File: src/rtl/debounce_multi.sv
// Multi-channel switch debouncer: synchroniser, per-channel debounce FSM,
// registered press/release ticks, long-press hold detection and auto-repeat.
module debounce_multi #(
  parameter int NCH    = 4,
  parameter int N      = 21,
  parameter int SYNC   = 2,
  parameter int HOLD_N = 25,
  parameter int RPT_N  = 23,
  parameter int RPT_EN = 1
) (
  input  logic           clk,
  input  logic           rst_n,
  input  logic [NCH-1:0] sw,
  output logic [NCH-1:0] db_level,
  output logic [NCH-1:0] press_tick,
  output logic [NCH-1:0] release_tick,
  output logic [NCH-1:0] hold_tick,
  output logic [NCH-1:0] repeat_tick,
  output logic           any_level
);

  // state | meaning
  // IDLE  | debounced low, input low
  // DLY0  | input went high, timing stable-high before press
  // ONE   | debounced high, hold counter running while input high
  // DLY1  | input went low, timing stable-low before release
  typedef enum logic [1:0] {IDLE, DLY0, ONE, DLY1} state_t;

  localparam int H = (HOLD_N > RPT_N) ? HOLD_N : RPT_N;
  localparam logic [H-1:0] HOLD_MAX = H'((64'd1 << HOLD_N) - 64'd1);
  localparam logic [H-1:0] RPT_MAX  = H'((64'd1 << RPT_N) - 64'd1);

  logic [NCH-1:0] sw_s;

  generate
    if (SYNC == 0) begin : g_nosync
      assign sw_s = sw;
    end else begin : g_sync
      logic [SYNC-1:0][NCH-1:0] sync_q;
      always_ff @(posedge clk or negedge rst_n) begin
        if (!rst_n) begin
          sync_q <= '0;
        end else begin
          sync_q[0] <= sw;
          for (int i = 1; i < SYNC; i++) sync_q[i] <= sync_q[i-1];
        end
      end
      assign sw_s = sync_q[SYNC-1];
    end
  endgenerate

  genvar g;
  generate
    for (g = 0; g < NCH; g++) begin : g_ch
      state_t       state_q, state_d;
      logic [N-1:0] timer_q, timer_d;
      logic [H-1:0] cnt_q, cnt_d;
      logic         held_q, held_d;
      logic         press_q, press_d;
      logic         rel_q, rel_d;
      logic         hold_q, hold_d;
      logic         rpt_q, rpt_d;

      always_ff @(posedge clk or negedge rst_n) begin
        if (!rst_n) begin
          state_q <= IDLE;
          timer_q <= '0;
          cnt_q   <= '0;
          held_q  <= 1'b0;
          press_q <= 1'b0;
          rel_q   <= 1'b0;
          hold_q  <= 1'b0;
          rpt_q   <= 1'b0;
        end else begin
          state_q <= state_d;
          timer_q <= timer_d;
          cnt_q   <= cnt_d;
          held_q  <= held_d;
          press_q <= press_d;
          rel_q   <= rel_d;
          hold_q  <= hold_d;
          rpt_q   <= rpt_d;
        end
      end

      always_comb begin
        state_d = state_q;
        timer_d = timer_q;
        cnt_d   = cnt_q;
        held_d  = held_q;
        press_d = 1'b0;
        rel_d   = 1'b0;
        hold_d  = 1'b0;
        rpt_d   = 1'b0;
        case (state_q)
          IDLE: begin
            if (sw_s[g]) begin
              timer_d = '0;
              state_d = DLY0;
            end
          end
          DLY0: begin
            if (!sw_s[g]) begin
              state_d = IDLE;
            end else begin
              timer_d = timer_q + 1'b1;
              if (timer_q == '1) begin
                state_d = ONE;
                cnt_d   = '0;
                held_d  = 1'b0;
                press_d = 1'b1;
              end
            end
          end
          ONE: begin
            if (!sw_s[g]) begin
              timer_d = '0;
              state_d = DLY1;
            end else if (!held_q && cnt_q == HOLD_MAX) begin
              hold_d = 1'b1;
              held_d = 1'b1;
              cnt_d  = '0;
            end else if (held_q && (RPT_EN != 0) && cnt_q == RPT_MAX) begin
              rpt_d = 1'b1;
              cnt_d = '0;
            end else begin
              cnt_d = cnt_q + 1'b1;
            end
          end
          DLY1: begin
            // hold counter stays frozen here so a release glitch only delays hold/repeat
            if (sw_s[g]) begin
              state_d = ONE;
            end else begin
              timer_d = timer_q + 1'b1;
              if (timer_q == '1) begin
                state_d = IDLE;
                rel_d   = 1'b1;
              end
            end
          end
          default: state_d = IDLE;
        endcase
      end

      assign db_level[g]     = (state_q == ONE) || (state_q == DLY1);
      assign press_tick[g]   = press_q;
      assign release_tick[g] = rel_q;
      assign hold_tick[g]    = hold_q;
      assign repeat_tick[g]  = rpt_q;
    end
  endgenerate

  assign any_level = |db_level;

endmodule

File: config.mk
export PLATFORM = sky130hd
export DESIGN_NAME = debounce_multi
export DESIGN_NICKNAME = d
export VERILOG_FILES = /design/src/rtl/debounce_multi.sv
export SDC_FILE = /design/constraint.sdc
export NUM_CORES = 1
export LEC_CHECK = 0
export CORE_MARGIN = 1.5
export CORE_UTILIZATION = 25
export CTS_CLUSTER_SIZE = 14
export DETAILED_ROUTE_END_ITERATION = 12
export HOLD_SLACK_MARGIN = 0.05
export PLACE_DENSITY_LB_ADDON = 0.1
export RECOVER_POWER = 50
export SLEW_MARGIN = 20
export SYNTH_ARGS = -nofsm -noshare
export SYNTH_HDL_FRONTEND = slang
export SYNTH_SLANG_ARGS = --single-unit
File: constraint.sdc
create_clock -name clk -period 2.52 [get_ports clk]
set_clock_uncertainty 0.15 [all_clocks]
set_input_delay 0.252 -clock clk [delete_from_list [all_inputs] [get_ports clk]]
set_output_delay 0.252 -clock clk [all_outputs]
set_load 0.03 [all_outputs]
==> flow_summary.yaml <==
pwr:
  seqPwrFrac_pct: 43.4
  powerDensity_nw_per_um2: 603.7
  share_comb_of_total_power_pct: 2.9
  power_mw: 8.428
  clockPowerShare_pct: 53.6
  p_sw_share_pct: 22.82
  p_leak_nw: 5.819
  p_int_mw: 6.505
  p_switching_mw: 1.923
  peakVddDrop_mv: 0.4465
logic_synthesis:
  synth.largest_area_cell: "dfrtp_1"
  synthArstFlopShare_pct: 100.0
  synth_most_common_cell: "dfrtp_1"
  ys_warn_count: 0
  synth_seq_cells: 220
  synth_area_leaders: "dfrtp_1 48%, nand3_1 4.4%, nand2_1 3.8%, nor2_1 3.7%, xor2_1 3.1%"
  synth-edff-count: 0
  seq_area_frac_synth_pct: 47.51
  synth_nets: 1259
  ys_types: 67
  syn_inst: 1245
  synth_top_cells_by_count: "220 x dfrtp_1, 117 x nand2_1, 113 x nor2_1, 103 x nand3_1, 60 x o21ai_0"
  netlist_area_um2: 11590
  synth_top_flop_cell: "dfrtp_1"
  yosysTopAreaCellShare_pct: 47.51
  syn_avg_cell_area_um2: 9.307
global_routing:
  met2_usage_pct: 19.79
  use_met3_pct: 1.865
  gr-usage-all-layers_pct: 12.59
  grt_pass1_vias: 9383
  grt_pass1_wl_um: 49620
  antenna_found_initial: 0
  grt.overflow.total: 0
  busiest_layer: "met2"
  grt_start_max_net_pins: 64
  met1_usage_pct: 17.89
cts:
  ctsRootBufferMaster: "clkbuf_16"
  insertion_delay_ns: 0.58
  cts_tree: "yes"
  cts_buffers: 30
  cts_sinks: 220
  path_clk_slew_ns: 0.05
  ctsHtreeMaxLevel: 1
  cts_buffer_depth: 3
sta:
  relSlewSlack_pct: -19.64
  period_share_pct: 96.30
  hold_viol: 0
  slew_viol_final: 62
  max_clock_freq_ghz: 0.4121
  worstMarginPinSlew_ns: 1.795
  rsz0062_at_grt: "false"
  period_minus_slack_ns: 2.427
  finalSetupTns_ns: 0
  setup_viol: 0
  whs_ns: 0.1854
layout:
  final_area_um2: 13960
  fillCellCount: 4716
  utilization_pct: 30.63
  drive_gt1_share_pct: 12.86
  regArea_um2: 5507
  finalNetCount: 1327
  diodes: 0
  multi_input_area_um2: 5665
  area_growth_pct: 20.47
run_status:
  status: "complete, but fails checks"
  violations: "max-capacitance violations, max-slew violations"
floorplan:
  die_w_um: 218.3
  fp.dieH_um: 218.3
  io_pins: 27
  die_area_um2: 47650
  rows: 78
  start_util_pct: 25.42
  core_area_um2: 45580
route:
  ant_nets: 0
  wire_per_inst_um: 15.09
  drc: 0
  vias: 9382
  drt-vias-per-instance: 4.844
  wirelength_um: 29230
  drtIter0Drc: 451
  firstDrtPassIters: 6
setup_path:
  rrSetupSlack_ns: 0.18
  cp-end-kind: "primary output"
  arrival_ns: 2.02
  crit_fanout: 9
  path_class: "register to primary output"
  reg2reg_from: "g_ch[3].cnt_q[24]"
  crit_required_ns: 2.12
  worst_setup_path_start_kind: "register"
placement:
  hpwlAfterDp_um: 19350
  post_dp_cell_area_um2: 12850
  io_buffers: 26
  gp_congestion: 0.7576
flow_run:
  cap_violations: 1
worst_hold_path:
  hp-start: "sw[0]"
  worstHoldPathType: "primary input to register"
-- worst paths after layout --
check | cells past startpoint | endpoint
setup reg to reg | 6 | g_ch[3].cnt_q[9]
min in group asynchronous | 2 | g_sync.sync_q[2]
hold / removal | 1 | g_sync.sync_q[0]
max in group asynchronous | 3 | g_ch[3].timer_q[15]
hold reg to reg | 0 | sw_s[2]
setup / recovery | 2 | any_level
-- kinds of logic (layout without fill, tap and decap cells) --
| group | count (synthesis) | count (layout) | share of synthesized area (%) |
|---|---|---|---|
| AOI/OAI and AO/OA | 248 | 248 | 14.32 |
| xor gates and xnor gates | 61 | 61 | 4.611 |
| adders and majority gates | 8 | 8 | 0.8639 |
| buffers and inverters | 95 | 187 | 3.823 |
| DFF | 220 | 220 | 47.51 |
| muxes | 27 | 27 | 2.440 |
| and+or+nand+nor | 586 | 586 | 26.43 |
-- metal layers --
| layer | up-vias | part of all wire [%] | wire (µm) |
|---|---|---|---|
| met2 | 106 | 45 | 13050 |
| li1 | 4691 | - | - |
| met1 | 4554 | 50 | 14720 |
| met5 | - | 0 | 0 |
| met3 | 31 | 3.2 | 948 |
| met4 | 0 | 1.8 | 513 |
-- state kept, by name (all words and copies together), names as in the netlist, named ones only --
signal         cells
g_ch.cnt_q       100
g_ch.timer_q      84
g_ch.held_q        4
g_ch.hold_q        4
g_ch.press_q       4
g_ch.rel_q         4
g_ch.rpt_q         4
g_ch.state_q       4
g_sync.sync_q      4
sw_s               4
-- power by group through the flow --
stage / registers [mW] / clock network (mW) / logic [mW]
2_1_floorplan: 3.70 / 0 / 0.129
3_3_place_gp: 3.72 / 0 / 0.260
3_5_place_dp: 3.72 / 0 / 0.260
4_1_cts: 3.66 / 4.69 / 0.266
5_1_grt: 3.67 / 4.83 / 0.292
6_report: 3.66 / 4.52 / 0.248
-- worst max-delay path: stages (launching register included) --
cell,delay [ns]
dfrtp_2,0.48
or4_1,0.59
dlygate4sd2_1,0.38
-- cell type report --
cell class | count | share of cell area [%]
Clock buffer | 42 | 6.274
Sequential cell | 220 | 39.45
Tap cell | 600 | 5.378
Timing Repair Buffer | 104 | 6.274
Clock inverter | 14 | 1.318
Inverter | 27 | 0.7260
Multi-Input combinational cell | 930 | 40.58
-- repair_timing --
item,CTS,global route
hold buffers,4,0
setup endpoints to repair,1,3
buffers inserted,0,1
gates resized for setup,2,3
hold endpoints to repair,223,0
pin swaps,0,1
-- layout by cell type, fill, tap and decap left out, types with 37 or more instances in the layout --
master / n
nand4_1: 51
o21ai_0: 60
nor2_1: 113
nand3_1: 103
a31oi_1: 37
dfrtp_1: 219
xor2_1: 41
buf_4: 69
nor3_1: 46
nand2_1: 117
a21oi_1: 50
-- metrics by stage --
| step | cells | setup WS [ns] |
|---|---|---|
| floorplan | 1245 | 0.2950 |
| detailed placement | 1876 | 0.1730 |
| global placement | 1876 | 0.2356 |
| finish | 1937 | 0.09324 |
| global route | 1937 | 0.004104 |
| CTS | 1936 | 0.02951 |
Note: power is estimated with default switching activity, not from simulation.
